### src/rtl/wb_bridge_master_if.sv
// wb_bridge_master_if
//   Adapts a Wishbone classic master onto the master-side tx/rx pair of the
//   two-flop 4-phase clock-domain bridge. One Wishbone single cycle becomes
//   one request word (vi pulse to tx). The block waits for tx delivery (snt),
//   then for the response word (vo), and ends the cycle with ack or err.
//   Only one transaction is outstanding. A timeout keeps a dead link from
//   hanging the bus.
// Ports
//   clk, reset            : master clock; asynchronous active-low reset
//   wb_cyc_i / wb_stb_i   : Wishbone cycle / strobe
//   wb_we_i, wb_adr_i,    : write enable, address, write data
//   wb_dat_i
//   wb_dat_o              : registered read data, held between transactions
//   wb_ack_o / wb_err_o   : one-cycle termination pulses
//   sdata / vi            : request word and its one-cycle valid to tx
//   snt                   : tx delivered-request pulse
//   rdata / vo            : response word and its valid pulse from rx
module wb_bridge_master_if #(
  parameter int unsigned DATA_MSB = 32,
  parameter int unsigned ADR_W    = 16,
  parameter int unsigned DAT_W    = 16,
  parameter int unsigned TIMEOUT  = 255,
  parameter int unsigned TO_W     = 8
) (
  input  logic                clk,
  input  logic                reset,
  input  logic                wb_cyc_i,
  input  logic                wb_stb_i,
  input  logic                wb_we_i,
  input  logic [ADR_W-1:0]    wb_adr_i,
  input  logic [DAT_W-1:0]    wb_dat_i,
  output logic [DAT_W-1:0]    wb_dat_o,
  output logic                wb_ack_o,
  output logic                wb_err_o,
  output logic [DATA_MSB:0]   sdata,
  output logic                vi,
  input  logic                snt,
  input  logic [DATA_MSB:0]   rdata,
  input  logic                vo
);

  typedef enum logic [2:0] {IDLE, SEND, WAIT_SNT, WAIT_RSP, TERM, DRAIN} state_e;

  localparam logic [TO_W:0] TO_LIM = (TO_W+1)'(TIMEOUT);

  state_e              state_q;
  logic [TO_W-1:0]     cnt_q;
  logic [TO_W-1:0]     cnt_d;
  logic [TO_W:0]       cnt_wide;
  logic                to_hit;
  logic                abort_q;
  logic                abort_now;
  logic                rsp_err_q;
  logic                ack_q;
  logic                err_q;
  logic                vi_q;
  logic [DATA_MSB:0]   sdata_q;
  logic [DAT_W-1:0]    dat_q;
  logic                req;
  logic                unused_rdata;

  // Middle response bits carry nothing for the master side.
  assign unused_rdata = ^rdata[DATA_MSB-1:DAT_W];

  always_comb begin
    req       = wb_cyc_i & wb_stb_i & ~ack_q & ~err_q;
    // A cycle dropped in the same clock as the response already counts as aborted.
    abort_now = abort_q | ~wb_cyc_i;
    // One extra bit so the compare cannot wrap when TIMEOUT is near 2^TO_W.
    cnt_wide  = {1'b0, cnt_q} + 1'b1;
    cnt_d     = cnt_wide[TO_W-1:0];
    to_hit    = (cnt_wide >= TO_LIM);
  end

  always_ff @(posedge clk or negedge reset) begin
    if (!reset) begin
      state_q   <= IDLE;
      cnt_q     <= '0;
      abort_q   <= 1'b0;
      rsp_err_q <= 1'b0;
      ack_q     <= 1'b0;
      err_q     <= 1'b0;
      vi_q      <= 1'b0;
      sdata_q   <= '0;
      dat_q     <= '0;
    end else begin
      vi_q  <= 1'b0;
      ack_q <= 1'b0;
      err_q <= 1'b0;
      case (state_q)
        IDLE: begin
          if (req) begin
            sdata_q <= {wb_we_i, wb_adr_i, (wb_we_i ? wb_dat_i : '0)};
            vi_q    <= 1'b1;
            // Counter restarts here so it counts cycles since the vi pulse.
            cnt_q   <= '0;
            state_q <= SEND;
          end
        end
        SEND: begin
          cnt_q <= cnt_d;
          if (!wb_cyc_i) abort_q <= 1'b1;
          state_q <= WAIT_SNT;
        end
        WAIT_SNT, WAIT_RSP: begin
          cnt_q <= cnt_d;
          if (!wb_cyc_i) abort_q <= 1'b1;
          if (vo && (snt || state_q == WAIT_RSP)) begin
            if (!abort_now) begin
              dat_q     <= rdata[DAT_W-1:0];
              rsp_err_q <= rdata[DATA_MSB];
            end
            state_q <= TERM;
          end else if (to_hit) begin
            err_q   <= ~abort_now;
            abort_q <= 1'b0;
            cnt_q   <= '0;
            state_q <= DRAIN;
          end else if (snt && state_q == WAIT_SNT) begin
            state_q <= WAIT_RSP;
          end
        end
        TERM: begin
          ack_q   <= ~abort_q & ~rsp_err_q;
          err_q   <= ~abort_q & rsp_err_q;
          abort_q <= 1'b0;
          state_q <= IDLE;
        end
        DRAIN: begin
          cnt_q <= cnt_d;
          if (vo || to_hit) begin
            cnt_q   <= '0;
            state_q <= IDLE;
          end
        end
        default: state_q <= IDLE;
      endcase
    end
  end

  assign wb_dat_o = dat_q;
  assign wb_ack_o = ack_q;
  assign wb_err_o = err_q;
  assign sdata    = sdata_q;
  assign vi       = vi_q;

endmodule

### config.mk
export PLATFORM = sky130hd
export DESIGN_NAME = wb_bridge_master_if
export DESIGN_NICKNAME = d
export VERILOG_FILES = /design/src/rtl/wb_bridge_master_if.sv
export SDC_FILE = /design/constraint.sdc
export NUM_CORES = 1
export LEC_CHECK = 0
export BUFFER_PORTS_ARGS = -buffer_cell sky130_fd_sc_hd__buf_2
export CAP_MARGIN = 0
export CORE_UTILIZATION = 30
export CTS_CLUSTER_SIZE = 14
export DETAILED_ROUTE_END_ITERATION = 12
export PLACE_DENSITY_LB_ADDON = 0.12
export SYNTH_ARGS = -nofsm -noshare
export SYNTH_HDL_FRONTEND = slang
export SYNTH_SLANG_ARGS = --single-unit
### constraint.sdc
create_clock -name clk -period 2.2 [get_ports clk]
set_input_delay 0.33 -clock clk [delete_from_list [all_inputs] [get_ports clk]]
set_output_delay 0.33 -clock clk [all_outputs]
set_load 0.01 [all_outputs]
---- Yosys cells after proc, flatten, opt, wreduce, memory -nomap -nowiden ----
Index checks and enable logic that the tools add are counted.
W data, S select, Z words.
word-level totals
  bits of input ports ..................... 72
  output and inout port bits .............. 52
  bits in registers ....................... 65
cells by class
  mux-type cells .......................... 22
  reduce and logical (&&, ||, !) cells .... 12
  $lt $le $gt $ge ......................... 1
  add/subtract/negate cells ............... 1
  equal/unequal tests ..................... 8
  bitwise operators ....................... 12
operator list
  cell                   count
  $mux W8                4
  $pmux W8 S4            1
  $mux W16               1
  $mux W3                5
  $pmux W3 S4            1
  $add A8 B1 Y9 const B  1
  $ge A9 B8 Y1 const B   1
  $mux W1                8
  $eq A3 B2 Y1 const B   2
  $eq A3 B3 Y1 const B   2
  $not A1 Y1             6
  $reduce_and A3 Y1      2
  $and A1 B1 Y1          5
  $ne A2 B2 Y1 const B   2
  $ne A4 B4 Y1 const B   1
  $reduce_and A2 Y1      2
  $reduce_bool A4 Y1     1
  $eq A3 B1 Y1 const B   1
  $logic_not A3 Y1       1
  $pmux W1 S3            1
  $reduce_bool A3 Y1     1
  $logic_and A1 B1 Y1    2
  $logic_or A1 B1 Y1     2
  $pmux W1 S2            1
  other kinds (2)        2

---- Longest topological paths before layout ----
Gate-level depths: netlist of run 1.
  depth after elaboration ................. 6
  depth in mapped cells ................... 7
  gate-level depth less buffers ........... 7

---- Worst setup path before layout of run 1 ----
No wires, ideal clock.
  path kind ............................... register to register
  from .................................... register cnt_q[0]
  to ...................................... register err_q, in the netlist wb_err_o
  buffers on the path ..................... 1
  data arrival time ....................... 1.668 ns
  setup slack ............................. 0.411 ns
  stages on the path, launching flop included .. 8
  cell sequence ........................... dfrtp_1 ha_1 buf_2 and3b_1 o221a_2 o21ai_2 o21ai_1 a32o_1
between the ends
  cells in the longest elaborated chain, start to end .. 5
RTL lines
  item                      RTL line  source
  start: declaration        47        logic [TO_W-1:0] cnt_q;
  start signal: assignment  101       cnt_q <= cnt_d;
  start signal: assignment  106       cnt_q <= cnt_d;
  start signal: assignment  130       cnt_q <= cnt_d;
  $add A8 B1 Y9             70        cnt_wide = {1'b0, cnt_q} + 1'b1;
  $ge A9 B8 Y1              72        to_hit = (cnt_wide >= TO_LIM);
  $mux W1                   114       end else if (to_hit) begin
  $mux W1                   108       if (vo && (snt || state_q == WAIT_RSP)) begin
  $pmux W1 S2               90        case (state_q)
  end signal: assignment    115       err_q <= ~abort_now;
  end signal: assignment    125       err_q <= ~abort_q & rsp_err_q;
  end: declaration          55        logic err_q;
Every way passes these cells.
A chain may end at the register's enable or synchronous reset.

---- Final worst setup path of run 1 ----
  from .................................... register cnt_q[0]
  to ...................................... register cnt_q[2]
between the ends
  cells in the longest elaborated chain, start to end .. 5
  elaborated cells on any way between the ends .. 7
  those cells by class .................... 1 x add/sub; 1 x order compare; 4 x mux; 1 x reduce/logical
RTL lines
  item                                           RTL line
  $add A8 B1 Y9 *                                70
  $ge A9 B8 Y1                                   72
  $mux W8 or $logic_or A1 B1 Y1 (tied branches)  114, 131
  $mux W8, on equally long branches              108, 131
  $pmux W8 S4 *                                  90
Mark *: on every way between the ends. The rest lies on a longest branch, timed or not.

==> results of run 1 <==
-- per-stage QoR --
| stage | util | cell area, um2 | cells | hold WS (ns) | setup slack, ns |
|---|---|---|---|---|---|
| after floorplan | - | 3023 | 265 | 0.03441 | 0.4106 |
| after global placement | 0.3771 | 3686 | 494 | 0.3153 | 0.2263 |
| after detailed placement | 0.3771 | 3686 | 494 | 0.3155 | 0.2282 |
| after CTS | 0.4031 | 3940 | 511 | 0.1902 | 0.1966 |
| after global routing | 0.4031 | 3940 | 511 | 0.1902 | 0.05352 |
| final | 0.4031 | 3940 | 511 | 0.2080 | 0.1926 |
-- Yosys cell counts (2+ instances only) --
library cell / number / share of area
a21oi_1: 6 / 0.0099
and2_1: 2 / 0.0041
and4bb_2: 2 / 0.0083
buf_2: 5 / 0.0083
buf_4: 3 / 0.0074
clkbuf_1: 5 / 0.0062
dfrtp_1: 65 / 0.54
ha_1: 2 / 0.0083
inv_1: 5 / 0.0062
mux2_1: 4 / 0.015
mux2_2: 30 / 0.11
nand2_1: 47 / 0.058
nand2b_1: 3 / 0.0062
nand3_1: 2 / 0.0033
nor2_1: 10 / 0.012
nor2b_1: 4 / 0.0083
nor3_1: 6 / 0.0099
o211a_1: 2 / 0.0066
o211ai_1: 6 / 0.015
o211ai_2: 3 / 0.012
o21a_1: 3 / 0.0074
o21ai_0: 19 / 0.031
o21ai_1: 2 / 0.0033
o21ai_2: 3 / 0.0087
o221ai_1: 2 / 0.0058
or3_1: 3 / 0.0062
-- state kept, by name, indices dropped and copies added, names as in the netlist --
name and count:
wb_dat_o 16, wb_err_o 1, rsp_err_q 1, vi 1, wb_ack_o 1, cnt_q 8, sdata 33, state_q 3
abort_q 1
-- worst max-delay path, cell delays in order, from the launching register on --
cell and delay (ns):
dfrtp_1 0.44, ha_1 0.32, and3b_1 0.21, o221a_2 0.26
o21ai_2 0.36, o21ai_4 0.15, o221ai_2 0.18
-- layer usage --
layer	global-route usage	vias to the layer above	routed length [um]
li1	-	1151	-
met1	0.1586	1073	2960
met2	0.2039	64	3047
met3	0.04925	8	358
met4	0.04615	0	78
met5	0	-	0
-- power by group --
| part | switching [mW] | leakage, nW | total (mW) | internal (mW) |
|---|---|---|---|---|
| combinational | 0.894 | 0.995 | 1.69 | 0.792 |
| clock | 0.456 | 0.120 | 1.24 | 0.782 |
| sequential | 0.321 | 0.832 | 1.99 | 1.67 |
-- worst paths after layout --
check                            startpoint         to
worst max register to register     cnt_q[0]   cnt_q[2]
min in group asynchronous             reset  sdata[24]
max in group asynchronous             reset   sdata[2]
worst min-delay path            wb_adr_i[1]  sdata[17]
worst max-delay path               cnt_q[0]   cnt_q[2]
worst min register to register    rsp_err_q   wb_ack_o
-- kinds of logic after synthesis --
group | count (synthesis)
and+or+nand+nor | 88
DFF | 65
adders and majority gates | 2
muxes | 35
xor gates and xnor gates | 1
buffers and inverters | 18
AOI/OAI and AO/OA | 56
-- area by class of cell --
type	count	area (um2)	share of cell area
clock buffer	11	141.4	0.03588
clock inverter	5	102.6	0.02604
inverter	5	18.77	0.004763
multi-input combinational	182	1311	0.3328
sequential	65	1627	0.4128
tap	133	166.4	0.04224
timing repair buffer	110	573.1	0.1454
-- repair_timing --
item,CTS,global route
setup buffers,0,0
hold endpoints to repair,19,0
setup endpoints to repair,0,0
hold buffers,1,0
==> key figures, run 1 <==
Floorplan
  • Die area: 0.01048 mm2
  • Die H: 102.4 um
  • I/O pin count: 124
  • Initial Util: 0.3093
  • Site Rows: 36
  • Core area: 0.009774 mm2
  • Chip width: 102.4 um

Hold path
  • Hold Crit Depth: 2
  • Hold WC Path Type: input port to flop

Setup path
  • R2R depth: 6
  • R2R setup slack: 0.19 ns
  • Crit path launch type: flop
  • Critical path arrival: 2.26 ns
  • Crit-path max FO: 8
  • Crit Path Class: flop to flop
  • Worst EP required: 2.46 ns
  • CP endpoint kind: flop

Placed design
  • DP Wirelength: 4.620 mm
  • Final Wtd Congestion: 0.7641
  • PortBufs: 107

Synthesis
  • Gate Count Post-Synth: 265
  • Register area share after synthesis: 0.5381
  • Number of synthesized flops with an enable pin: 0
  • Synthesized area: 0.003023 mm2
  • Top_reg_cell synth: dfrtp_1
  • Post-Synth XOR/XNOR Area: 0.002897
  • Syn avg cell area: 11.41 um2
  • Post-Synth Adder-Cell Area: 0.008278
  • Post-synth ARST share: 1.000
  • Synth cell types: 47
  • Net Count, Synth: 339
  • Mux contribution to synthesized area: 0.1300
  • Post-Synth Simple-Gate Area: 0.1519
  • Ys Warns: 0
  • Compound-Gate Fraction of Synth Area: 0.1407
  • Seq cells post-synth: 65
  • Largest family of logic cells by synthesized area: simple AND/OR/NAND/NOR gates

Cells and area
  • Final #Nets: 447
  • Layout cells sized above 1: 0.4550
  • FILL cells: 991
  • Most frequent cells in the layout: buf_2 (107), dfrtp_1 (65), nand2_1 (47), mux2_2 (30), o21ai_0 (19)
  • Antenna diodes: 0
  • Commonest non-fill, non-tap cell in the layout: buf_2
  • P&R area growth vs syn: 30.34%

Timing
  • Fin crit period: 2.007 ns
  • Worst Tran Pin Value: 0.4913 ns
  • Slew HR: 0.6724
  • Final hold viol count: 0
  • RSZ-0062 raised after global routing: false
  • Final setup fails: 0
  • Clk_skew: 0.01015 ns
  • Setup TNS: 0 ns
  • Max Clock Freq: 0.4981 GHz
  • Period utilization: 0.9125
  • Slew Viols, Final: 0

Routing
  • DRT iter0 DRCs: 58
  • Total wire length: 6.445 mm
  • Remaining DRCs: 0
  • Via count: 2296
  • Avg Vias per Cell: 4.493
  • Drt first pass iters: 4
  • DR WL/cell: 12.61 um
  • Antenna-violating nets left: 0

Global routing
  • Vias in the first global route: 2123
  • Largest net degree at the start of global routing: 51
  • GR Overflow Total: 0
  • Initial antenna violation count: 0
  • First-pass GRT wire length: 10.30 mm
  • Gr usage total: 0.1283

Clock tree
  • CTS Buffer Depth: 2
  • CTS tree: done
  • Clock Tree Root: clkbuf_8
  • Post-cts gate resize count: 0
  • H-tree Lvls: 3
  • CTS Sinks: 65
  • Num CTS Buffers: 9
  • CTS clock-pin slew for the worst setup and hold paths: 0.07 ns
  • Clk_lat worst skew: 0.34 ns

Job
  • Max-Cap Viols: 0

Pwr
  • Worst VDD drop: 0.5358 mV
  • Power Density: 1247 mW/mm2
  • Power, Total: 4.914 mW
  • Leak: 1.946 nW

Run status
  • Outcome: finished, final reports clean
Note: power is estimated with default switching activity, not from simulation.
==> inputs of run 2 (changes only) <==
PLACE_DENSITY_LB_ADDON = 0.05   (was 0.12)
SETUP_SLACK_MARGIN = 0.3   (was not set)
==> run 2 against run 1 <==
Compared with the run above:
- the flow now finishes with violations (hold timing)
- cell count grew 0.98%
- register-to-register slack better by 0.15 ns
- clock power down 12%
- die area is the same
- non-clock buffer count increased by 5
- combinational power grew 7%
- count of clock-buffer cells in the layout is the same
- worst setup slack gained 0.15 ns
- critical path depth unchanged
- core utilization grew 0.49 points
==> key figures, run 2 (same netlist as run 1, synthesis figures left out) <==
Global routing
  • Initial antenna violation count: 0 (unchanged)
  • Gr usage total: 0.1352 (was 0.1283)
  • Vias in the first global route: 2237 (was 2123)
  • GR Overflow Total: 0 (unchanged)
  • First-pass GRT wire length: 10.86 mm (was 10.30 mm)
  • Largest net degree at the start of global routing: 66 (was 51)

Setup path
  • Crit Path Class: flop to flop (unchanged)
  • Worst EP required: 2.42 ns (was 2.46 ns)
  • Crit path launch type: flop (unchanged)
  • Worst path depth: 6 (unchanged)
  • FF-to-FF Start: cnt_q[0] (unchanged)
  • Critical path's largest stage delay: 0.44 ns (about the same)
  • R2R depth: 6 (unchanged)
  • Crit path from: cnt_q[0] (unchanged)
  • Critical path arrival: 2.08 ns (was 2.26 ns)
  • CP cell instances: ha_4, nand4b_1, nor3b_4, o31ai_4, o21ai_4, o221ai_2 (was ha_1, and3b_1, o221a_2, o21ai_2, o21ai_4, o221ai_2)
  • CP endpoint kind: flop (unchanged)
  • R2R setup slack: 0.34 ns (was 0.19 ns)
  • Crit-path max FO: 7 (was 8)
  • Crit-path slowest cell: dfrtp_2 (was dfrtp_1)
  • RR Endpoint: cnt_q[2] (unchanged)
  • Cell family with most CP delay: compound AO/OA/AOI/OAI gates (unchanged)
  • Buffers & Inverters on Critical Path: 0 (unchanged)
  • Crit path to: cnt_q[2] (unchanged)

Job
  • Max-Cap Viols: 0 (unchanged)

Clock tree
  • H-tree Lvls: 3 (unchanged)
  • CTS Sinks: 65 (unchanged)
  • CTS tree: done (unchanged)
  • CTS clock-pin slew for the worst setup and hold paths: 0.08 ns (was 0.07 ns)
  • Clock Tree Root: clkbuf_8 (unchanged)
  • Clk_lat worst skew: 0.35 ns (was 0.34 ns)
  • Hold Buf Count CTS: 0 (was 1)
  • Num CTS Buffers: 9 (unchanged)
  • CTS Buffer Depth: 2 (unchanged)

Routing
  • DRT iter0 DRCs: 82 (was 58)
  • Avg Vias per Cell: 4.601 (was 4.493)
  • Remaining DRCs: 0 (unchanged)
  • Total wire length: 6.862 mm (was 6.445 mm)
  • Via count: 2374 (was 2296)
  • Antenna-violating nets left: 0 (unchanged)
  • DR WL/cell: 13.30 um (was 12.61 um)
  • Drt first pass iters: 5 (was 4)

Floorplan
  • Chip width: 102.4 um (unchanged)
  • Die area: 0.01048 mm2 (unchanged)
  • Initial Util: 0.3093 (unchanged)
  • Core area: 0.009774 mm2 (unchanged)
  • Site Rows: 36 (unchanged)
  • I/O pin count: 124 (unchanged)
  • Die H: 102.4 um (unchanged)

Cells and area
  • Antenna diodes: 0 (unchanged)
  • Most frequent cells in the layout: buf_2 (107), dfrtp_1 (60), nand2_1 (47), mux2_2 (30), o21ai_0 (19) (was buf_2 (107), dfrtp_1 (65), nand2_1 (47), mux2_2 (30), o21ai_0 (19))
  • FILL cells: 975 (was 991)
  • P&R area growth vs syn: 31.91% (was 30.34%)
  • Commonest non-fill, non-tap cell in the layout: buf_2 (unchanged)
  • Final #Nets: 452 (was 447)
  • Final std cell area, no fill: 0.003988 mm2 (was 0.003940 mm2)
  • Layout cells sized above 1: 0.4883 (was 0.4550)
  • Largest register FFs: 33 (unchanged)

Timing
  • Fin crit period: 1.858 ns (was 2.007 ns)
  • Slew HR: 0.6750 (was 0.6724)
  • Clk_skew: 0.009489 ns (was 0.01015 ns)
  • Slew Viols, Final: 0 (unchanged)
  • Worst Tran Pin Value: 0.4876 ns (was 0.4913 ns)
  • RSZ-0062 raised after global routing: true (was false)
  • Max Clock Freq: 0.5382 GHz (was 0.4981 GHz)
  • Final setup fails: 0 (unchanged)
  • Period utilization: 0.8445 (was 0.9125)
  • Setup TNS: 0 ns (unchanged)
  • Hold WS: -0.002130 ns (was 0.2080 ns)
  • Final hold viol count: 3 (was 0)

Pwr
  • Logic pwr share: 0.369 (was 0.343)
  • Power Density: 1233 mW/mm2 (was 1247 mW/mm2)
  • Total net switching power: 1.777 mW (was 1.671 mW)
  • Pint: 3.141 mW (was 3.243 mW)
  • Sequential share of power: 0.409 (was 0.405)
  • Switch share: 0.3614 (was 0.3401)
  • Worst VDD drop: 0.5139 mV (was 0.5358 mV)
  • Leak: 1.964 nW (was 1.946 nW)
  • Power share of the clock group: 0.222 (was 0.252)

Placed design
  • PortBufs: 107 (unchanged)
  • Final Wtd Congestion: 0.7295 (was 0.7641)
  • Dpl cell area: 0.003694 mm2 (was 0.003686 mm2)
  • DP Wirelength: 4.667 mm (was 4.620 mm)

Run status
  • Outcome: complete, but fails checks (was finished, final reports clean)
  • Violated checks: hold timing

Hold path
  • Hold WC Path Type: input port to async pin (was input port to flop)
[run 2: routing by layer]
metal	vias up	share of wire	wire (um)	global-route usage
met2	75	0.48	3301	0.2091
met3	8	0.056	381	0.04446
li1	1160	-	-	-
met4	0	0.017	118	0.06923
met1	1131	0.45	3060	0.1685
met5	-	0	0	0
[run 2: worst min path at each step]
stage	from	end	slack, ns	cells after the start
6_report	reset	cnt_q[1]	-0.002	2
3_3_place_gp	reset	cnt_q[1]	0.39	2
5_1_grt	reset	sdata[23]	0.02	2
3_5_place_dp	reset	cnt_q[1]	0.38	2
4_1_cts	reset	sdata[23]	0.004	2
2_1_floorplan	reset	abort_q	0.03	0
[run 2: power groups by stage]
stage / Sequential, mW / Clock [mW] / Combinational (mW)
3_5_place_dp: 2.02 / 0 / 1.73
2_1_floorplan: 2.13 / 0 / 0.957
3_3_place_gp: 2.00 / 0 / 1.71
4_1_cts: 2.01 / 1.14 / 1.75
6_report: 2.01 / 1.09 / 1.81
5_1_grt: 2.09 / 1.18 / 2.01
[run 2: cell type report]
type,instances,area [um2],area share
Clock buffer,11,151.4,0.03797
Clock inverter,5,61.31,0.01537
Inverter,5,18.77,0.004707
Multi-Input combinational cell,182,1349,0.3382
Sequential cell,65,1633,0.4095
Tap cell,133,166.4,0.04173
Timing Repair Buffer,115,608.1,0.1525
[run 2: per-stage QoR]
| stage | utilization | cells | setup WS [ns] | total power [mW] |
|---|---|---|---|---|
| floorplan | - | 265 | 0.4106 | 3.085 |
| global placement | 0.3779 | 495 | 0.2118 | 3.714 |
| detailed placement | 0.3779 | 495 | 0.2182 | 3.751 |
| CTS | 0.4023 | 511 | 0.3239 | 4.903 |
| global route | 0.4080 | 516 | 0.2642 | 5.286 |
| finish | 0.4080 | 516 | 0.3420 | 4.918 |
[run 2: what timing repair did]
item	4_1_cts	5_1_grt
endpoints found under the hold margin	0	0
cloned	0	0
setup endpoints to repair	9	9
buffers inserted	0	5
pin swaps	2	0
gates resized for setup	5	7
[run 2: worst register-to-register path: stages, from the launching register on]
cell and delay (ns):
dfrtp_2 0.44, ha_4 0.20, nand4b_1 0.18, nor3b_4 0.33, o31ai_4 0.17, o21ai_4 0.29
o221ai_2 0.14
